### src/rtl/mem_arbiter.sv
// mem_arbiter
// Two-port round-robin arbiter in front of a single fixed-latency memory.
// Only one transaction is in flight at a time. Each transaction runs
// IDLE -> ISSUE -> WAIT -> RESP.
//
// Parameters
//   MEM_LAT : cycles from the memory strobe until mem_out/mem_error are valid (1..15)
//
// Ports
//   clk, rst                  : clock and synchronous active-low reset
//   m0_* / m1_*               : requester ports (port 0 = CPU, port 1 = loader/DMA)
//      req, we, addr, wdata, size  : command inputs, held stable until gnt
//      gnt                         : one-cycle pulse, command captured
//      done                        : one-cycle pulse, response valid
//      rdata, err                  : response, held until that port's next done
//   mem_rd, mem_we            : memory strobes, high only in ISSUE
//   mem_addr, mem_data, mem_size : captured command, held until the next capture
//   mem_out, mem_error        : memory response
module mem_arbiter #(
   parameter int MEM_LAT = 1
) (
   input  logic        clk,
   input  logic        rst,
   input  logic        m0_req,
   input  logic        m1_req,
   input  logic        m0_we,
   input  logic        m1_we,
   input  logic [31:0] m0_addr,
   input  logic [31:0] m1_addr,
   input  logic [31:0] m0_wdata,
   input  logic [31:0] m1_wdata,
   input  logic [1:0]  m0_size,
   input  logic [1:0]  m1_size,
   output logic        m0_gnt,
   output logic        m1_gnt,
   output logic        m0_done,
   output logic        m1_done,
   output logic [31:0] m0_rdata,
   output logic [31:0] m1_rdata,
   output logic        m0_err,
   output logic        m1_err,
   output logic        mem_rd,
   output logic        mem_we,
   output logic [31:0] mem_addr,
   output logic [31:0] mem_data,
   output logic [1:0]  mem_size,
   input  logic [31:0] mem_out,
   input  logic        mem_error
);

   typedef enum logic [1:0] {IDLE, ISSUE, WAIT, RESP} state_t;

   state_t      state;
   state_t      state_next;
   logic        owner;
   logic        last_owner;
   logic        we_q;
   logic [3:0]  count;
   logic        capture;
   logic        pick;
   logic        sample;

   // State register. A reset in any state abandons the current transaction,
   // so no done is ever issued for it.
   always_ff @(posedge clk) begin
      if (!rst) begin
         state <= IDLE;
      end else begin
         state <= state_next;
      end
   end

   // Next-state and output decode. The pulses and strobes are pure decodes of
   // the state and the captured owner, so they drop as soon as a reset edge
   // returns the FSM to IDLE. On a tie the port that did not win last time
   // gets the grant.
   always_comb begin
      state_next = state;
      capture    = 1'b0;
      pick       = 1'b0;
      sample     = 1'b0;
      m0_gnt     = 1'b0;
      m1_gnt     = 1'b0;
      m0_done    = 1'b0;
      m1_done    = 1'b0;
      mem_rd     = 1'b0;
      mem_we     = 1'b0;
      case (state)
         IDLE: begin
            if (m0_req || m1_req) begin
               capture    = 1'b1;
               state_next = ISSUE;
               if (m0_req && m1_req) begin
                  pick = ~last_owner;
               end else begin
                  pick = m1_req;
               end
            end
         end
         ISSUE: begin
            m0_gnt     = ~owner;
            m1_gnt     = owner;
            mem_rd     = ~we_q;
            mem_we     = we_q;
            state_next = WAIT;
         end
         WAIT: begin
            if (count == 4'd1) begin
               sample     = 1'b1;
               state_next = RESP;
            end
         end
         RESP: begin
            m0_done    = ~owner;
            m1_done    = owner;
            state_next = IDLE;
         end
         default: begin
            state_next = IDLE;
         end
      endcase
   end

   // Command capture, latency counter and per-port response registers.
   // The response lands in the owner's registers on the edge that leaves
   // WAIT, so it is already valid during the done cycle and stays put until
   // that port completes another transaction. Writes return zero data.
   always_ff @(posedge clk) begin
      if (!rst) begin
         owner      <= 1'b0;
         last_owner <= 1'b1;
         we_q       <= 1'b0;
         mem_addr   <= 32'h0;
         mem_data   <= 32'h0;
         mem_size   <= 2'b00;
         count      <= 4'd0;
         m0_rdata   <= 32'h0;
         m1_rdata   <= 32'h0;
         m0_err     <= 1'b0;
         m1_err     <= 1'b0;
      end else begin
         if (capture) begin
            owner      <= pick;
            last_owner <= pick;
            we_q       <= pick ? m1_we    : m0_we;
            mem_addr   <= pick ? m1_addr  : m0_addr;
            mem_data   <= pick ? m1_wdata : m0_wdata;
            mem_size   <= pick ? m1_size  : m0_size;
         end
         if (state == ISSUE) begin
            count <= 4'(MEM_LAT);
         end else if (state == WAIT) begin
            count <= count - 4'd1;
         end
         if (sample) begin
            if (owner) begin
               m1_rdata <= we_q ? 32'h0 : mem_out;
               m1_err   <= mem_error;
            end else begin
               m0_rdata <= we_q ? 32'h0 : mem_out;
               m0_err   <= mem_error;
            end
         end
      end
   end

endmodule

### config.mk
export PLATFORM = sky130hd
export DESIGN_NAME = mem_arbiter
export DESIGN_NICKNAME = d
export VERILOG_FILES = /design/src/rtl/mem_arbiter.sv
export SDC_FILE = /design/constraint.sdc
export NUM_CORES = 1
export LEC_CHECK = 0
export ABC_AREA = 0
export BUFFER_PORTS_ARGS = -buffer_cell sky130_fd_sc_hd__buf_2
export CAP_MARGIN = 20
export CORE_MARGIN = 10
export CORE_UTILIZATION = 45
export CTS_CLUSTER_SIZE = 24
export DETAILED_ROUTE_END_ITERATION = 10
export PLACE_DENSITY_LB_ADDON = 0.05
export SETUP_SLACK_MARGIN = 0.4
export SYNTH_ARGS = -nofsm -noshare
export SYNTH_HDL_FRONTEND = slang
export SYNTH_SLANG_ARGS = --single-unit
### constraint.sdc
create_clock -name clk -period 1.9 [get_ports clk]
set_input_delay 0.285 -clock clk [delete_from_list [all_inputs] [get_ports clk]]
set_output_delay 0.285 -clock clk [all_outputs]
set_load 0.03 [all_outputs]
==> results.md, run 1 <==
* Xor/xnor cell area share of the yosys netlist at 0.00272
* Final cell utilization of the core at 0.731
* Multi-input logic area at 0.00352 mm^2
* Peak clock frequency supported by timing at 0.599 GHz
* Skew-Pair Late Insertion Delay at 0.42 ns
* Critical path required time at 2.24 ns
* Ratio of cells with drive above 1 in the final layout at 0.441
* Max-slew violation count at 0
* Total global routing overflow at 0
* Area of the core at 0.0139 mm^2
* Max-Cap Viols at 0
* Kind of launch point of the worst setup path: flop
* Clock Tree Buf Depth at 2
* Clock sinks at 141
* Final Skew at 0.0131 ns
* Crit Reg-Reg Endpoint: mem_size[1]
* DRT Wirelength at 28.2 mm
* Layout Nets at 1268
* Sequential fraction of the synthesis area at 0.438
* Via count of the first global-routing pass at 6847
* Slew at the pin closest to its max-slew limit at 0.538 ns
* Maximum number of pins on one net before global-route repair at 68
* Number of setup violations in the final report at 0
* Total of flip-flops plus latches after synthesis at 141
* Syn_nets at 955
* Instance area after placement at 0.00811 mm^2
* Effective utilization at floorplan at 0.462
* Clock buffer count from CTS at 17
* CP Data Arrival Time at 2.01 ns
* Most common flop cell mapped by yosys: dfxtp_1
* # DRC at 0
* Async set-reset flop share out of synthesis at 0
* PortBufs at 308
* Cells after Synth at 778
* Nature of the critical path endpoint: flop
* Root Buffer Master: clkbuf_16
* Crit path max fanout at 8
* Class of the worst hold path: in -> reg
* Via-per-instance ratio at 5.80
* Unrepaired setup endpoints after global routing: yes
* Portion of the clock cycle consumed by the worst path in the final layout at 0.878
* Outcome: finished clean
* Largest family of logic cells by synthesized area: compound AO/OA/AOI/OAI gates
* DRT antenna net count at 0
* Area of all sequential standard cells at 0.00284 mm^2
* Clock slew seen by the registers of the worst setup and hold paths at 0.06 ns
* Peak supply drop at 947 uV
* Endpoint with the worst hold slack: mem_data[29]
* Power density over the cells at 1430 mW/mm^2
* Router iterations before antenna repair at 5
* Compound-Gate Fraction of Synth Area at 0.280
* Start point of the worst hold path: m0_wdata[29]
* Multiplexer fraction of the synthesized cell area at 0.00155
* Detail-routed net length per standard cell at 21.9 um
* Mean post-synth cell area at 8.28 um^2
* Number of distinct library cells after synthesis at 32
* Vias at 7471
* Crit Path Category: reg -> reg
* Worst reg-to-reg path cell count at 6
* Worst reg-to-reg setup slack at 0.23 ns
* Worst rel slew slack at 0.642
* Area overhead of the layout relative to synthesis at 58.2%
* Area of the die at 0.0195 mm^2
* Yosys warns at 0
* Placer congestion estimate at 0.796
* Height of the chip at 140 um
* Global-route wire length before repair at 37.4 mm
* Number of synthesized flops with an enable pin at 0
* Global-route usage over all layers at 0.233
* Count of hold buffers inserted by post-cts repair at 0
* Launch instance of the worst register-to-register path: state[0]
* Worst hold path stage count at 3
* Post-synthesis instance area at 0.00644 mm^2
* Die width at 140 um
* Row cnt at 43
* Hold violation total from the final report at 0
* Top-level port count at 309
* H-tree depth reported by CTS at 4
* Worst hold-check slack at 0.134 ns
* Clock period minus worst slack at 1.67 ns
* Post-route cell area at 0.0102 mm^2
* Most common cell after layout, fill and taps aside: buf_2
* Filler cell count at 1095
* Number of antenna violations at the first check in global routing at 6
* Count of routing violations after the opening detailed-route iteration at 620
* Post-Route Setup TNS at 0 ns
* HPWL after detailed placement at 15.8 mm
* Leakage component of the power at 4.34 nW
* Simple logic cell fraction of the synthesized area at 0.194
* Clock tree from TritonCTS: done
* Adder and majority cell fraction of the synthesized area at 0.0117
* Leading cell types in the layout, fill and taps excluded: buf_2 (302), dfxtp_1 (135), o21ai_0 (115)
-- layer usage --
layer,GRT usage,vias up,wire [um]
met2,0.382,409,14100
met1,0.267,3506,10500
met4,0.0940,2,861
met3,0.0915,67,2750
li1,-,3487,-
met5,0,-,13
-- synthesized netlist by cell type, types with 2 or more instances --
cell      instances  area (um^2)
a21oi_1          67          335
a31oi_1          68          425
and2_1            3         18.8
buf_1             2         7.51
buf_2            19         95.1
buf_6             8         90.1
clkbuf_1         59          221
clkbuf_2          2         10.0
dfxtp_1         141         2820
ha_1              6         75.1
inv_1             7         26.3
nand2_1           6         22.5
nand3_1          67          335
nor2_1            7         26.3
nor2b_1          33          206
o21ai_0         152          761
o21ai_1          50          250
or3b_1           67          587
-- worst max-delay path: stages (launching register included) --
cell       delay [ns]
dfxtp_4          0.38
inv_4            0.08
ha_4             0.20
nand2_8          0.13
clkbuf_16        0.20
or3b_1           0.36
a31oi_1          0.21
-- repair_timing --
item	CTS	global route
gates cloned	8	28
endpoints found under the setup margin	141	143
endpoints found under the hold margin	0	0
resized for setup	44	103
pin swaps	6	22
setup buffers	11	9
-- per-stage QoR --
step	worst slack [ns]	cells	power (mW)
floorplan	0.404	778	7.18
global placement	0.275	1196	8.62
detailed placement	0.263	1196	8.61
CTS	0.301	1246	13.0
global route	0.175	1287	15.2
finish	0.231	1288	14.6
-- power by group --
group,internal (mW),switching [mW],leakage [nW]
clock,2.38,1.32,0.311
sequential,3.58,0.388,1.16
combinational,2.91,4.01,2.87
-- flip-flops by register name (all words and copies together), names as in the netlist --
signal and cells:
m0_err 1, mem_data 32, owner 1, mem_size 2
m1_rdata 32, state 2, we_q 1, m0_rdata 32
last_owner 1, count 4, mem_addr 32, m1_err 1
-- how the worst max path moves through the flow --
stage              from           to  slack [ns]  cells past startpoint
6_report       state[0]  mem_size[1]        0.23                      6
5_1_grt        state[0]  mem_size[1]        0.18                      6
4_1_cts        state[1]       mem_we        0.30                      4
3_5_place_dp   state[1]         we_q        0.26                      6
3_3_place_gp   state[1]         we_q        0.27                      6
2_1_floorplan  state[1]  mem_addr[3]        0.40                      7
-- cell type report --
type | instances | area share
inverter | 7 | 0.00405
sequential | 141 | 0.279
multi-input combinational | 541 | 0.345
antenna | 5 | 0.00123
tap | 180 | 0.0221
clock inverter | 12 | 0.0189
clock buffer | 19 | 0.0445
timing repair buffer | 383 | 0.285
-- cells by family after synthesis --
family          after synthesis
simple gates                189
compound gates              341
flops                       141
mux                           1
buf+inv                      98
xor+xnor                      2
fa+ha+maj                     6
Power figures use the tool's default switching activity.
==> run 2: changes to the inputs <==
--- a/config.mk
+++ b/config.mk
@@ -8,11 +8,14 @@
 export ABC_AREA = 0
 export BUFFER_PORTS_ARGS = -buffer_cell sky130_fd_sc_hd__buf_2
 export CAP_MARGIN = 20
+export CORE_ASPECT_RATIO = 1.25
 export CORE_MARGIN = 10
 export CORE_UTILIZATION = 45
 export CTS_CLUSTER_SIZE = 24
 export DETAILED_ROUTE_END_ITERATION = 10
+export GPL_TIMING_DRIVEN = 1
 export PLACE_DENSITY_LB_ADDON = 0.05
+export REMOVE_ABC_BUFFERS = 1
 export SETUP_SLACK_MARGIN = 0.4
 export SYNTH_ARGS = -nofsm -noshare
 export SYNTH_HDL_FRONTEND = slang
==> run 2 against run 1 <==
Effect of this change:
- die area increased by 0.16%
- non-clock buffer count is 11 lower
- clock skew shrank 0.0030 ns
- register-to-register slack better by 0.09 ns
- first-iteration DRC count decreased by 2.6%
- clock power down 5%
- setup slack improved by 0.092 ns
- sequential share of layout area grew 1.2 points
- utilization fell by 3.0 points
==> results.md, run 2 (same netlist as run 1, synthesis figures left out) <==
* Die width at 127 um
* Router iterations before antenna repair at 5
* Via-per-instance ratio at 5.56
* Top-level port count at 309
* Height of the chip at 154 um
* CP Data Arrival Time at 1.92 ns
* Effective utilization at floorplan at 0.462
* Nature of the critical path endpoint: flop
* Crit path max fanout at 6
* Global-route usage over all layers at 0.235
* Layout Nets at 1256
* Root Buffer Master: clkbuf_16
* DRT antenna net count at 0
* Number of antenna violations at the first check in global routing at 6
* Clock period minus worst slack at 1.58 ns
* PortBufs at 308
* Max-Cap Viols at 0
* Global-route wire length before repair at 37.7 mm
* Outcome: finished clean
* Clock tree from TritonCTS: done
* Vias at 7056
* Clock buffer count from CTS at 17
* Detail-routed net length per standard cell at 19.8 um
* Clock Tree Buf Depth at 2
* Unrepaired setup endpoints after global routing: yes
* # DRC at 0
* Clock slew seen by the registers of the worst setup and hold paths at 0.06 ns
* Critical path required time at 2.24 ns
* Power density over the cells at 1390 mW/mm^2
* Post-route cell area at 0.00976 mm^2
* Maximum number of pins on one net before global-route repair at 66
* DRT Wirelength at 25.2 mm
* Clock sinks at 141
* Area of the die at 0.0195 mm^2
* Skew-Pair Late Insertion Delay at 0.42 ns
* Area of the core at 0.0139 mm^2
* Crit Path Category: reg -> reg
* Peak clock frequency supported by timing at 0.634 GHz
* Placer congestion estimate at 0.830
* Max-slew violation count at 0
* Count of routing violations after the opening detailed-route iteration at 604
* Worst rel slew slack at 0.654
* Kind of launch point of the worst setup path: flop
* H-tree depth reported by CTS at 4
* Area overhead of the layout relative to synthesis at 51.6%
* Overall power of the completed layout at 13.6 mW
* Portion of the clock cycle consumed by the worst path in the final layout at 0.830
* Number of setup violations in the final report at 0
* Most common cell after layout, fill and taps aside: buf_2
* Slew at the pin closest to its max-slew limit at 0.519 ns
* Leading cell types in the layout, fill and taps excluded: buf_2 (302), o21ai_0 (148), dfxtp_1 (135)
* Total global routing overflow at 0
* Instance area after placement at 0.00814 mm^2
* Hold violation total from the final report at 0
* Class of the worst hold path: in -> reg
* Post-Route Setup TNS at 0 ns
* HPWL after detailed placement at 16.3 mm
* Leakage component of the power at 4.16 nW
* Row cnt at 48
* Peak supply drop at 705 uV
* Via count of the first global-routing pass at 6801
* Count of hold buffers inserted by post-cts repair at 0
* Ratio of cells with drive above 1 in the final layout at 0.421
* Final Skew at 0.0101 ns
run 2: cell types whose count changed in the layout (fill, tap and decap cells not counted), moves of 5 or more:
cell,before,now
a21oi_1,48,53
a31oi_1,63,68
nand3_1,64,58
o21ai_2,5,0
a21oi_2,19,14
o21ai_1,80,54
buf_6,18,13
nand3_2,3,9
o21ai_0,115,148
clkbuf_16,36,24
run 2: area by class of cell:
type,count,area [um^2]
antenna,2,5.00
clock buffer,18,429
clock inverter,13,191
fill,1202,4170
inverter,7,33.8
multi-input combinational,540,3410
sequential,141,2840
tap,175,219
timing repair buffer,372,2630
run 2: critical path: stages, from the launching register on:
cell       delay [ns]
dfxtp_4          0.38
buf_4            0.12
ha_4             0.14
and4bb_4         0.31
buf_6            0.14
clkbuf_16        0.14
nand3_1          0.09
a21oi_1          0.17
run 2: final timing paths:
| check | from | end | slack (ns) | cells after the start |
|---|---|---|---|---|
| min | m0_addr[16] | mem_addr[16] | 0.13 | 3 |
| max | state[1] | m1_rdata[8] | 0.32 | 7 |
| max reg2reg | state[1] | m1_rdata[8] | 0.32 | 7 |
| min reg2reg | m1_rdata[21] | m1_rdata[21] | 0.47 | 2 |
run 2: routing by layer:
layer | vias up | GRT usage | routed length (um)
li1 | 3450 | - | -
met2 | 316 | 0.390 | 12700
met1 | 3239 | 0.261 | 9300
met3 | 43 | 0.103 | 2530
met5 | - | 0 | 42
met4 | 8 | 0.0788 | 630
run 2: what timing repair did:
item                       4_1_cts  5_1_grt
pin swaps                        5       25
setup buffers                   14        7
setup endpoints to repair      142      142
gates cloned                     8        9
resized for setup               56       48
run 2: where the power goes:
part	leakage, nW	total [mW]	internal [mW]	switching, mW
combinational	2.71	6.13	2.48	3.65
clock	0.293	3.52	2.20	1.32
sequential	1.16	3.93	3.58	0.355
total	4.16	13.6	8.26	5.33
run 2: metrics by stage:
| stage | util | instances | hold WS (ns) | setup slack [ns] |
|---|---|---|---|---|
| 3_5_place_dp | 0.584 | 1197 | 0.465 | 0.103 |
| 5_1_grt | 0.700 | 1268 | 0.128 | 0.258 |
| 2_1_floorplan | - | 687 | 0.357 | -1.34 |
| 6_report | 0.700 | 1268 | 0.129 | 0.324 |
| 4_1_cts | 0.670 | 1250 | 0.120 | 0.314 |
| 3_3_place_gp | 0.584 | 1197 | 0.457 | 0.160 |
==> run 3: changes to the inputs <==
--- a/config.mk
+++ b/config.mk
@@ -5,12 +5,12 @@
 export SDC_FILE = /design/constraint.sdc
 export NUM_CORES = 1
 export LEC_CHECK = 0
-export ABC_AREA = 0
+export ABC_AREA = 1
 export BUFFER_PORTS_ARGS = -buffer_cell sky130_fd_sc_hd__buf_2
 export CAP_MARGIN = 20
 export CORE_ASPECT_RATIO = 1.25
 export CORE_MARGIN = 10
-export CORE_UTILIZATION = 45
+export CORE_UTILIZATION = 43
 export CTS_CLUSTER_SIZE = 24
 export DETAILED_ROUTE_END_ITERATION = 10
 export GPL_TIMING_DRIVEN = 1
==> constraint.sdc (replaced) <==
create_clock -name clk -period 1.4 [get_ports clk]
set_input_delay 0.21 -clock clk [delete_from_list [all_inputs] [get_ports clk]]
set_output_delay 0.21 -clock clk [all_outputs]
set_load 0.03 [all_outputs]
==> run 3 against run 2 <==
Effect of this change:
- critical endpoint is now mem_data[22]
- sequential power up 53%
- power up 90%
- largest power group unchanged
- utilization up 12 points
- synthesized cell count up 46%
- critical path type unchanged
- the run now ends with setup timing left
==> results.md, run 3 <==
* HPWL after detailed placement at 17.2 mm
* Number of setup violations in the final report at 139
* Crit Path Category: reg -> reg
* Highest-delay cell along the critical path: dfxtp_2
* Clock tree from TritonCTS: done
* Vias at 8721
* Top-level port count at 309
* Class of the worst hold path: in -> reg
* Multi-input logic area at 0.00405 mm^2
* Maximum number of pins on one net before global-route repair at 68
* Cell seen most often among critical-path stages: buf_6
* Global-route usage over all layers at 0.274
* H-tree depth reported by CTS at 4
* Portion of the clock cycle consumed by the worst path in the final layout at 1.16
* Root Buffer Master: clkbuf_16
* Worst Setup Slack, final at -0.227 ns
* Clock period minus worst slack at 1.63 ns
* Async set-reset flop share out of synthesis at 0
* Number of synthesized flops with an enable pin at 0
* Most common flop cell mapped by yosys: dfxtp_1
* Peak supply drop at 1240 uV
* Global-route wire length before repair at 47.0 mm
* Area of the die at 0.0217 mm^2
* Critical path required time at 1.71 ns
* Cells after Synth at 1135
* Worst hold path stage count at 3
* Violations in the final reports: setup timing
* Filler cell count at 1020
* Mean post-synth cell area at 6.14 um^2
* Max-Cap Viols at 0
* Post-Route Setup TNS at -18.68 ns
* Endpoint with the worst hold slack: m0_err
* Layout Nets at 1691
* Cell with the most instances after synthesis: nor2_1
* Clock Tree Buf Depth at 2
* Via-per-instance ratio at 5.00
* CP Data Arrival Time at 1.94 ns
* Worst hold-check slack at 0.0371 ns
* Die width at 134 um
* Crit path max fanout at 5
* Slew at the pin closest to its max-slew limit at 0.393 ns
* Highest cell delay on the worst timing path at 0.33 ns
* Yosys warns at 0
* Number of antenna violations at the first check in global routing at 6
* Ratio of cells with drive above 1 in the final layout at 0.509
* Most common cell after layout, fill and taps aside: buf_2
* Power density over the cells at 2000 mW/mm^2
* Effective utilization at floorplan at 0.442
* Nature of the critical path endpoint: flop
* Count of hold buffers inserted by post-cts repair at 0
* Post-synthesis instance area at 0.00697 mm^2
* Launch instance of the worst register-to-register path: state[1]
* Peak clock frequency supported by timing at 0.615 GHz
* Unrepaired setup endpoints after global routing: yes
* Number of distinct library cells after synthesis at 20
* Kind of launch point of the worst setup path: flop
* Leakage component of the power at 6.89 nW
* Router iterations before antenna repair at 5
* Clock slew seen by the registers of the worst setup and hold paths at 0.06 ns
* Worst reg-to-reg setup slack at -0.23 ns
* Height of the chip at 162 um
* Total of flip-flops plus latches after synthesis at 141
* Worst reg-to-reg path cell count at 11
* Crit Reg-Reg Endpoint: mem_data[22]
* Clock buffer count from CTS at 17
* Cell types with the largest area share after synthesis: dfxtp_1 (41%), nor2_1 (16%), nand2_1 (15%)
* Hold violation total from the final report at 0
* Final Skew at 0.0106 ns
* Placer congestion estimate at 0.811
* Area of the core at 0.0158 mm^2
* Area leader, netlist: dfxtp_1
* Sequential fraction of the synthesis area at 0.405
* Max-slew violation count at 0
* Total global routing overflow at 0
* Worst rel slew slack at 0.738
* Crit-path cells: inv_2, buf_6, ha_4, o21ai_4, clkinvlp_4, buf_6, buf_8, nor2_2, nor2_1, nand2_1, inv_1
* Most numerous cell types in the synthesized netlist: nor2_1 (300), nand2_1 (272), inv_1 (183)
* Leading cell types in the layout, fill and taps excluded: buf_2 (214), nor2_1 (205), nand2_1 (204)
* # DRC at 0
* Area overhead of the layout relative to synthesis at 85.2%
* Clock sinks at 141
* PortBufs at 308
* Top cell type's share of synthesized area at 0.405
* Count of routing violations after the opening detailed-route iteration at 621
* DRT antenna net count at 0
* DRT Wirelength at 33.0 mm
* Outcome: complete, but fails checks
* Row cnt at 51
* Via count of the first global-routing pass at 8662
* Detail-routed net length per standard cell at 18.9 um
* Skew-Pair Late Insertion Delay at 0.43 ns
* Start point of the worst hold path: mem_error
* Area of all sequential standard cells at 0.00294 mm^2
==> run 3: report_power, final <==
group / total [mW] / switching, mW / internal [mW]
Sequential: 6.03 / 0.832 / 5.19
Combinational: 14.7 / 8.03 / 6.65
Clock: 5.05 / 1.80 / 3.25
==> run 3: critical path, delay by kind of cell (launching register included) <==
kind	cells	cell delay (ns)
AOI/OAI and AO/OA	1	0.10
and+or+nand+nor	3	0.22
DFF	1	0.33
buffers and inverters	6	0.69
adders and majority gates	1	0.17
==> run 3: per-layer routing <==
metal | share of wire | global-route usage
met1 | 0.34 | 0.269
met2 | 0.51 | 0.480
met3 | 0.10 | 0.119
met4 | 0.047 | 0.140
met5 | 0.00064 | 0
==> run 3: repair_timing <==
action                     4_1_cts  5_1_grt
pin swaps                       64       44
setup endpoints to repair      279      279
setup buffers                   27       23
cloned                          37        5
resized for setup              404      282
==> run 3: cell type report <==
type / instances / share of cell area
inverter: 186 / 0.0561
clock buffer: 21 / 0.0357
sequential: 141 / 0.228
tap: 212 / 0.0206
clock inverter: 11 / 0.0146
multi-input combinational: 740 / 0.314
antenna: 5 / 0.000970
timing repair inverter: 1 / 0.000582
timing repair buffer: 427 / 0.330
==> run 3: logic make-up (layout without fill, tap and decap cells) <==
kind of cell,Yosys count,count (layout),share of synthesized area
other,0,5,0
and+or+nand+nor,715,716,0.412
AOI/OAI and AO/OA,18,18,0.0163
buffers and inverters,255,646,0.156
adders and majority gates,6,6,0.0108
DFF,141,141,0.405
==> run 3: how the worst max path moves through the flow <==
stage,to,start,depth (start not counted)
5_1_grt,mem_data[22],state[1],11
3_3_place_gp,m0_err,state[0],8
3_5_place_dp,m0_rdata[6],state[0],8
6_report,mem_data[22],state[1],11
4_1_cts,m0_gnt,state[1],6
2_1_floorplan,m0_rdata[20],state[0],5
==> run 3: per-stage QoR <==
stage / cells / utilization / worst slack [ns] / area (um^2) / power (mW)
2_1_floorplan: 1066 / - / -1.36 / 6580 / 11.1
3_3_place_gp: 1615 / 0.556 / -0.0493 / 8760 / 14.0
6_report: 1744 / 0.819 / -0.227 / 12900 / 25.8
4_1_cts: 1711 / 0.756 / -0.157 / 11900 / 23.5
5_1_grt: 1741 / 0.818 / -0.293 / 12900 / 26.9
3_5_place_dp: 1615 / 0.556 / -0.0697 / 8760 / 14.0
